### src/rtl/debouncer_bank.sv
// debouncer_bank: N_CH push-button conditioners (sync, debounce, press/release, long-press, auto-repeat).
// Latency: pin stable at new level from edge k -> pb_state and pb_down/pb_up update on edge k+1+2^CNT_W.
// Backpressure: none; every output is a free-running level or a 1-cycle pulse that must be sampled when high.
//
// Ports:
//   clk        system clock
//   rst_n      asynchronous active-low reset
//   pb         raw asynchronous button pins (polarity set by ACTIVE_LOW)
//   pb_state   debounced level, 1 = pressed
//   pb_down    1-cycle pulse in the first cycle pb_state shows 1
//   pb_up      1-cycle pulse in the first cycle pb_state shows 0
//   pb_long    1-cycle pulse once the press has been held LONG_TICKS hold ticks
//   pb_repeat  1-cycle pulse every REPEAT_TICKS hold ticks after pb_long (0 = never)
module debouncer_bank #(
    parameter int N_CH         = 4,
    parameter int CNT_W        = 16,
    parameter bit ACTIVE_LOW   = 1'b1,
    parameter int TICK_W       = 16,
    parameter int HOLD_W       = 8,
    parameter int LONG_TICKS   = 64,
    parameter int REPEAT_TICKS = 16
) (
    input  logic            clk,
    input  logic            rst_n,
    input  logic [N_CH-1:0] pb,
    output logic [N_CH-1:0] pb_state,
    output logic [N_CH-1:0] pb_down,
    output logic [N_CH-1:0] pb_up,
    output logic [N_CH-1:0] pb_long,
    output logic [N_CH-1:0] pb_repeat
);

    typedef enum logic [1:0] {
        H_IDLE      = 2'd0,
        H_WAIT_LONG = 2'd1,
        H_REPEAT    = 2'd2
    } hold_st_t;

    localparam logic [HOLD_W-1:0] LONG_C    = HOLD_W'(LONG_TICKS);
    localparam logic [HOLD_W-1:0] REPEAT_C  = HOLD_W'(REPEAT_TICKS);
    localparam bit                REPEAT_EN = (REPEAT_TICKS != 0);

    // ------------------------------------------------------------------
    // Polarity normalisation and two-flop synchroniser. After the XOR a
    // pressed button is always 1, so reset value 0 means "released".
    // ------------------------------------------------------------------
    logic [N_CH-1:0] pb_norm;
    logic [N_CH-1:0] sync0_q;
    logic [N_CH-1:0] sync1_q;

    assign pb_norm = pb ^ {N_CH{ACTIVE_LOW}};

    always_ff @(posedge clk or negedge rst_n) begin
        if (!rst_n) begin
            sync0_q <= '0;
            sync1_q <= '0;
        end else begin
            sync0_q <= pb_norm;
            sync1_q <= sync0_q;
        end
    end

    // ------------------------------------------------------------------
    // Shared hold-timebase prescaler. It free-runs and is never realigned
    // to a press, so the first hold tick after a press lands anywhere in
    // the next 2^TICK_W cycles.
    // ------------------------------------------------------------------
    logic [TICK_W-1:0] presc_q;
    logic              tick;

    always_ff @(posedge clk or negedge rst_n) begin
        if (!rst_n) begin
            presc_q <= '0;
        end else begin
            presc_q <= presc_q + TICK_W'(1);
        end
    end

    assign tick = &presc_q;

    // ------------------------------------------------------------------
    // Per-channel debounce and hold logic
    // ------------------------------------------------------------------
    for (genvar c = 0; c < N_CH; c++) begin : g_ch

        logic [CNT_W-1:0]  cnt_q;
        logic [CNT_W-1:0]  cnt_d;
        logic              state_q;
        logic              state_d;
        logic              flip;
        logic              rise;
        logic              fall;
        logic              down_q;
        logic              up_q;

        hold_st_t          hst_q;
        logic [HOLD_W-1:0] hcnt_q;
        logic [HOLD_W-1:0] hcnt_inc;
        logic              long_q;
        logic              rep_q;

        // Count consecutive cycles where the synchronised pin disagrees
        // with the accepted level; one agreeing cycle restarts the count.
        // The level flips on the cycle after the counter saturates, so a
        // change needs exactly 2^CNT_W disagreeing cycles.
        always_comb begin
            flip  = 1'b0;
            cnt_d = '0;
            if (state_q != sync1_q[c]) begin
                if (&cnt_q) begin
                    flip = 1'b1;
                end else begin
                    cnt_d = cnt_q + CNT_W'(1);
                end
            end
        end

        assign state_d = state_q ^ flip;
        assign rise    = flip & ~state_q;
        assign fall    = flip &  state_q;

        // down/up are registered on the same edge as the level change,
        // so they are high exactly in the first cycle of the new level.
        always_ff @(posedge clk or negedge rst_n) begin
            if (!rst_n) begin
                cnt_q   <= '0;
                state_q <= 1'b0;
                down_q  <= 1'b0;
                up_q    <= 1'b0;
            end else begin
                cnt_q   <= cnt_d;
                state_q <= state_d;
                down_q  <= rise;
                up_q    <= fall;
            end
        end

        assign hcnt_inc = hcnt_q + HOLD_W'(1);

        // Hold FSM. A release is checked before anything else so a tick
        // coinciding with the release edge never produces long/repeat.
        // In H_IDLE the tick is ignored, so a tick on the accept edge is
        // not counted towards LONG_TICKS.
        always_ff @(posedge clk or negedge rst_n) begin
            if (!rst_n) begin
                hst_q  <= H_IDLE;
                hcnt_q <= '0;
                long_q <= 1'b0;
                rep_q  <= 1'b0;
            end else begin
                long_q <= 1'b0;
                rep_q  <= 1'b0;
                if (fall) begin
                    hst_q  <= H_IDLE;
                    hcnt_q <= '0;
                end else begin
                    case (hst_q)
                        H_IDLE: begin
                            if (rise) begin
                                hst_q  <= H_WAIT_LONG;
                                hcnt_q <= '0;
                            end
                        end
                        H_WAIT_LONG: begin
                            if (tick) begin
                                if (hcnt_inc == LONG_C) begin
                                    long_q <= 1'b1;
                                    hcnt_q <= '0;
                                    hst_q  <= H_REPEAT;
                                end else begin
                                    hcnt_q <= hcnt_inc;
                                end
                            end
                        end
                        H_REPEAT: begin
                            if (tick && REPEAT_EN) begin
                                if (hcnt_inc == REPEAT_C) begin
                                    rep_q  <= 1'b1;
                                    hcnt_q <= '0;
                                end else begin
                                    hcnt_q <= hcnt_inc;
                                end
                            end
                        end
                        default: begin
                            hst_q  <= H_IDLE;
                            hcnt_q <= '0;
                        end
                    endcase
                end
            end
        end

        assign pb_state[c]  = state_q;
        assign pb_down[c]   = down_q;
        assign pb_up[c]     = up_q;
        assign pb_long[c]   = long_q;
        assign pb_repeat[c] = rep_q;
    end

endmodule

### config.mk
export PLATFORM = sky130hd
export DESIGN_NAME = debouncer_bank
export DESIGN_NICKNAME = d
export VERILOG_FILES = /design/src/rtl/debouncer_bank.sv
export SDC_FILE = /design/constraint.sdc
export NUM_CORES = 1
export LEC_CHECK = 0
export CORE_ASPECT_RATIO = 1.4
export CORE_MARGIN = 2
export CORE_UTILIZATION = 45
export CTS_CLUSTER_SIZE = 24
export DETAILED_ROUTE_END_ITERATION = 12
export GPL_TIMING_DRIVEN = 0
export SYNTH_ARGS = -nofsm -noshare
export SYNTH_HDL_FRONTEND = slang
export SYNTH_SLANG_ARGS = --single-unit
### constraint.sdc
create_clock -name clk -period 2 [get_ports clk]
set_input_delay 0.4 -clock clk [delete_from_list [all_inputs] [get_ports clk]]
set_output_delay 0.4 -clock clk [all_outputs]
set_load 0.01 [all_outputs]
==> flow_summary.ini, run 1 <==
[clock_tree]
path_clk_slew_ns = 0.06
clk_path_buf_depth = 2
cts_max_level = 4
insertion_delay_ns = 0.42
cts_tree = done
clockRootBuffer = clkbuf_16
cts.sinks = 148
numCtsBuffers = 17

[global_routing]
grt_max_degree = 85
antenna_found_initial = 0
grt_pass1_wl_um = 28800
grt_pass1_vias = 6429
grt_usage_pct = 19.06
grt.overflow.total = 0

[outcome]
status = finished with violations
violations = negative setup slack

[placement]
placed_cells = 1083
post-place-ws_ns = -0.5933
place_congestion = 0.8408
port_buffers = 25
dp_hpwl_um = 10890

[timing]
final-max-slew-violation-count = 0
tightestPinTransition_ns = 0.6753
hold_viol = 0
fin_worst_skew_ns = 0.009599
layout_setup_ws_ns = -0.1758
max_freq_mhz = 459.6
whs_ns = 0.3579
period_share_pct = 108.8
layout_min_cycle_time_ns = 2.176
rsz0062_at_grt = true
setup_viol = 21
maxSlewHeadroom_pct = 54.56
fin_tns_setup_ns = -1.737

[critical_path]
slowest_stage = or4_4
crit_type = reg2reg
cp_slowest_stage_delay_ns = 0.43
critPathLaunch = g_ch[3].hcnt_q[6]$_DFFE_PN0P_
cp.depth = 8
startpoint_type = flop
worstPathCellList = xor2_1 -> or4_4 -> a221oi_4 -> a21boi_2 -> o21bai_4 -> buf_6 -> nor3_2 -> a21o_1
endpoint_kind = flop
r2r_start = g_ch[3].hcnt_q[6]$_DFFE_PN0P_
cp.required_ns = 2.31
critPathTopFamily = compound AO/OA/AOI/OAI gates
crit_arrival_ns = 2.49
path_max_fanout = 5
r2r_slack_ns = -0.18
crit_buf_inv = 1
r2r_cells = 8

[synthesis]
yosys.cell_types.count = 64
synth.largest_area_cell = dfrtp_1
syn_inst = 821
synthFlopType = dfrtp_1
synth_most_common_cell = dfrtp_1
synth_nets = 852
async_reset_ff_share_pct = 100.0
synth-edff-count = 0
synth.avg_cell_area_um2 = 9.528
synth-seq-area-share_pct = 47.34
ys_warn_count = 0
synth_common_cells = 148 x dfrtp_1, 105 x nor2_1, 75 x nand2_1
synth.cell_area_um2 = 7823
yosys.area.top_type_share_pct = 47.34
synth.area.top_cells = dfrtp_1 47%, nor2_1 5.0%, xor2_1 4.9%, ha_1 4.0%, nand2_1 3.6%
synth_seq_cells = 148

[flow_run]
max_cap_viol_count = 0

[worst_hold_path]
worstHoldPathType = reg2reg
hold_depth = 0
hold_path_startpoint = sync0_q[3]$_DFF_PN0_

[power]
leakagePower_nw = 4.703
power.density_nw_per_um2 = 587.3
vdd_ir_drop_max_mv = 0.5805

[layout]
fillers = 1400
instances_no_fill = 1208
antenna_cells = 0
nNetsFinal = 993
postLayoutCoreUtil_pct = 62.66
drive_gt1_share_pct = 34.26
syn2layout_area_growth_pct = 37.67

[detailed_routing]
vias_per_cell = 5.320
dr.pass1.iters = 4
final_antenna_net_count = 0
drt_iter0_markers = 222
vias = 6427
drt_wl_total_um = 17710
drc_errors = 0
wire_per_inst_um = 14.66

[floorplanning]
core_um2 = 17190
ios = 26
rows = 57
die-area_um2 = 18470
die_w_um = 115.4
start_util_pct = 45.51
fp.dieH_um = 160
==> logic make-up (layout without fill, tap and decap cells) <==
logic type,after synthesis,after routing,share of synthesized area [%]
AOI/OAI and AO/OA,129,129,11.23
xor gates and xnor gates,76,76,8.509
adders and majority gates,25,25,3.999
buffers and inverters,70,221,4.430
DFF,148,148,47.34
muxes,7,7,0.9437
and+or+nand+nor,366,366,23.54
==> per-layer routing <==
metal | wire length (µm) | vias up | track usage (%)
met5 | 0 | - | 0
met4 | 379 | 0 | 7.284
met3 | 348 | 34 | 3.719
met2 | 9771 | 74 | 34.13
met1 | 7206 | 3207 | 22.06
li1 | - | 3112 | -
==> cell type report <==
class                           count  area [µm²]  area share, %
Buffer                             33       254.0          2.359
Clock buffer                       24       491.7          4.566
Clock inverter                      5       75.07         0.6971
Inverter                           33       126.4          1.173
Multi-Input combinational cell    603        4688          43.53
Sequential cell                   148        3729          34.62
Tap cell                          236       295.3          2.742
Timing Repair Buffer              126        1110          10.31
==> repair_timing <==
| item | in CTS | in global routing |
|---|---|---|
| gates resized for setup | 90 | 187 |
| hold buffers | 1 | 0 |
| gates cloned | 1 | 0 |
| setup buffers | 37 | 61 |
| pin swaps | 34 | 68 |
| endpoints found under the hold margin | 16 | 0 |
| setup endpoints to repair | 67 | 75 |
==> report_power, final <==
part	total [mW]	internal, mW	switching, mW
Sequential	3.05	3.02	0.0284
Clock	3.09	1.94	1.15
Combinational	0.182	0.0679	0.114
==> through the flow <==
step	power [mW]	cell area [µm²]
after floorplan	3.154	7898
after global placement	3.241	8443
after detailed placement	3.253	8472
after CTS	6.373	9588
after global routing	6.556	10770
final	6.324	10770
==> cells in the final DEF (no fill, tap or decap), drive strengths merged, types with 4 or more instances in the layout <==
| master | synthesis | layout |
|---|---|---|
| nand3 | 51 | 51 |
| and4 | 9 | 9 |
| a21boi | 6 | 6 |
| dfrtp | 148 | 148 |
| nor2 | 105 | 105 |
| inv | 33 | 33 |
| ha | 25 | 25 |
| nor4 | 4 | 4 |
| or3 | 11 | 11 |
| and2 | 7 | 7 |
| a21oi | 20 | 20 |
| nand4 | 23 | 23 |
| or4 | 4 | 4 |
| a221oi | 4 | 4 |
| xor2 | 44 | 44 |
| o21bai | 4 | 4 |
| nand3b | 5 | 5 |
| nand2b | 14 | 14 |
| nor3 | 18 | 18 |
| o31ai | 10 | 10 |
| nand2 | 75 | 75 |
| buf | 22 | 128 |
| and3 | 15 | 15 |
| xnor2 | 32 | 32 |
| a21o | 11 | 11 |
| nor2b | 13 | 13 |
| clkdlybuf4s50 | 0 | 24 |
| or2 | 6 | 6 |
| o21ai | 44 | 44 |
| mux2i | 4 | 4 |
| clkbuf | 15 | 30 |
==> worst paths after layout <==
kind | to
setup / recovery | g_ch[3].hcnt_q[0]$_DFFE_PN0P_
hold / removal | sync1_q[3]$_DFF_PN0_
setup reg to reg | g_ch[3].hcnt_q[0]$_DFFE_PN0P_
hold reg to reg | sync1_q[3]$_DFF_PN0_
max in group asynchronous | g_ch[3].hcnt_q[2]$_DFFE_PN0P_
min in group asynchronous | g_ch[2].cnt_q[2]$_DFF_PN0_
==> registers in the layout (all words and copies together), names as in the netlist, named ones only <==
signal	cells
g_ch.rep_q	4
g_ch.long_q	4
presc_q	16
g_ch.hst_q	8
g_ch.down_q	4
g_ch.hcnt_q	32
sync0_q	4
g_ch.up_q	4
g_ch.cnt_q	64
sync1_q	4
==> worst register-to-register path: stages, from the launching register on <==
cell      delay [ns]
dfrtp_2         0.42
xor2_1          0.17
or4_4           0.43
a221oi_4        0.39
a21boi_2        0.12
o21bai_4        0.23
buf_6           0.14
nor3_2          0.04
a21o_1          0.14
Power figures use the tool's default switching activity.
==> run 2, diff against run 1 <==
--- a/config.mk
+++ b/config.mk
@@ -7,7 +7,7 @@
 export LEC_CHECK = 0
 export CORE_ASPECT_RATIO = 1.4
 export CORE_MARGIN = 2
-export CORE_UTILIZATION = 45
+export CORE_UTILIZATION = 30
 export CTS_CLUSTER_SIZE = 24
 export DETAILED_ROUTE_END_ITERATION = 12
 export GPL_TIMING_DRIVEN = 0
==> constraint.sdc (replaced) <==
create_clock -name clk -period 1.9 [get_ports clk]
set_input_delay 0.38 -clock clk [delete_from_list [all_inputs] [get_ports clk]]
set_output_delay 0.38 -clock clk [all_outputs]
set_load 0.01 [all_outputs]
==> run 2 against run 1 <==
Against the previous run:
- the run still ends with negative setup slack left
- die area rose by 48%
- worst hold slack got worse by 0.0066 ns
- flip-flop and latch count did not move
==> flow_summary.ini, run 2 (synthesis results as in run 1) <==
[power]
switching_share_pct = 23.20
p_switching_mw = 1.525
power.density_nw_per_um2 = 599.7
clockPowerShare_pct = 48.3
leakagePower_nw = 4.698
seq_power_share_pct = 48.8
pwr-share-comb_pct = 2.8
vdd_ir_drop_max_mv = 0.6730
power.internal_mw = 5.049

[clock_tree]
cts_tree = done
clk_path_buf_depth = 2
insertion_delay_ns = 0.42
path_clk_slew_ns = 0.06
clockRootBuffer = clkbuf_16
cts.sinks = 148
numCtsBuffers = 17
cts_max_level = 4

[detailed_routing]
vias_per_cell = 4.897
vias = 6371
wire_per_inst_um = 13.51
drt_wl_total_um = 17580
dr.pass1.iters = 5
drt_iter0_markers = 220
drc_errors = 0
final_antenna_net_count = 0

[floorplanning]
rows = 69
core_um2 = 25550
start_util_pct = 30.61
die_w_um = 140.5
die-area_um2 = 27400
ios = 26
fp.dieH_um = 195.1

[layout]
final_common_cell = dfrtp_1
largest_reg_flops = 64
syn2layout_area_growth_pct = 40.13
final_cell_mix = 127 x dfrtp_1, 99 x buf_4, 97 x nor2_1
antenna_cells = 0
drive_gt1_share_pct = 35.85
instances_no_fill = 1301
top_register = g_ch.cnt_q
stdcell_area_um2 = 10960
postLayoutCoreUtil_pct = 42.90
reg_top3 = g_ch.cnt_q (64), g_ch.hcnt_q (32), presc_q (16)
nNetsFinal = 1000

[placement]
dpl_cell_area_um2 = 8703
dp_hpwl_um = 10390
place_congestion = 0.7616
port_buffers = 25
placed_cells = 1166

[global_routing]
grt_max_degree = 87
grt_pass1_vias = 6241
antenna_found_initial = 0
grt.overflow.total = 0
grt_usage_pct = 12.53
grt_pass1_wl_um = 28620

[critical_path]
worstPathCellList = ha_4 -> nand4_1 -> nand4bb_4 -> o31a_1 -> o21a_4 -> or3_4 -> a21oi_2 -> a21o_1
endpoint_kind = flop
crit_arrival_ns = 2.56
cp_slowest_stage_delay_ns = 0.43
path_max_fanout = 7
r2r_cells = 8
slowest_stage = dfrtp_1
cp.required_ns = 2.26
crit_type = reg2reg
startpoint_type = flop

[timing]
setup_viol = 37
fin_worst_skew_ns = 0.008981
tightestPinTransition_ns = 0.6039
final-max-slew-violation-count = 0
rsz0062_at_grt = true
hold_viol = 0
fin_tns_setup_ns = -4.998
maxSlewHeadroom_pct = 59.74
period_share_pct = 116.0
layout_min_cycle_time_ns = 2.203
max_freq_mhz = 453.9
layout_setup_ws_ns = -0.3033

[outcome]
status = finished with violations
violations = negative setup slack

[worst_hold_path]
worstHoldPathType = reg2reg
hold_depth = 0

[flow_run]
max_cap_viol_count = 0
## run 2: changes by cell type in the layout (fill, tap and decap cells not counted), moves of 3 or more
cell	delta
clkbuf_1	-3
a21oi_1	-3
buf_6	+6
nor2_4	+3
nor2_1	-5
buf_4	-4
o31ai_2	+3
clkinvlp_4	+8
clkbuf_8	-4
clkinv_4	+3
## run 2: final timing paths
path                                                 start                             to  slack (ns)
min in group asynchronous                            rst_n  g_ch[2].hcnt_q[7]$_DFFE_PN0P_        0.51
max in group asynchronous                            rst_n  g_ch[3].hcnt_q[0]$_DFFE_PN0P_        0.51
worst min register to register        sync0_q[1]$_DFF_PN0_           sync1_q[1]$_DFF_PN0_        0.35
worst max-delay path            g_ch[3].cnt_q[0]$_DFF_PN0_  g_ch[3].hcnt_q[4]$_DFFE_PN0P_       -0.30
worst max register to register  g_ch[3].cnt_q[0]$_DFF_PN0_  g_ch[3].hcnt_q[4]$_DFFE_PN0P_       -0.30
worst min-delay path                  sync0_q[1]$_DFF_PN0_           sync1_q[1]$_DFF_PN0_        0.35
## run 2: layout make-up
type	count	area [µm²]
Buffer	33	274.0
Clock buffer	17	425.4
Clock inverter	15	135.1
Fill cell	2405	14590
Inverter	33	126.4
Multi-Input combinational cell	603	4662
Sequential cell	148	3730
Tap cell	319	399.1
Timing Repair Buffer	133	1210
## run 2: per-layer routing
metal | GRT usage (%) | wire length (µm)
met2 | 22.55 | 9295
met4 | 4.704 | 370
met1 | 14.94 | 7556
met5 | 0 | 0
met3 | 2.060 | 354
## run 2: through the flow
step                total power, mW  hold WS (ns)  setup WS, ns
floorplan                     3.321       0.08441       -0.2384
global placement              3.418        0.3323        -6.423
detailed placement            3.425        0.3393       -0.5595
CTS                           6.652        0.3536       -0.2704
global route                  6.827        0.3584       -0.3873
finish                        6.573        0.3513       -0.3033
## run 2: worst max-delay path, delay by kind of cell, from the launching register on
| kind | cells | cell delay [ns] |
|---|---|---|
| flops | 1 | 0.43 |
| compound gates | 4 | 0.82 |
| simple gates | 3 | 0.72 |
| fa+ha+maj | 1 | 0.17 |
## run 2: timing repair
action,in CTS,in global routing
hold endpoints to repair,62,0
hold buffers,1,0
endpoints found under the setup margin,78,88
gates cloned,4,1
setup buffers,55,49
gates resized for setup,106,146
pin swaps,49,69
## run 2: power groups by stage
stage	registers [mW]	logic [mW]	clock network, mW
floorplan	3.26	0.0620	0
global placement	3.27	0.153	0
detailed placement	3.26	0.161	0
CTS	3.21	0.174	3.27
global route	3.21	0.221	3.39
finish	3.21	0.185	3.18
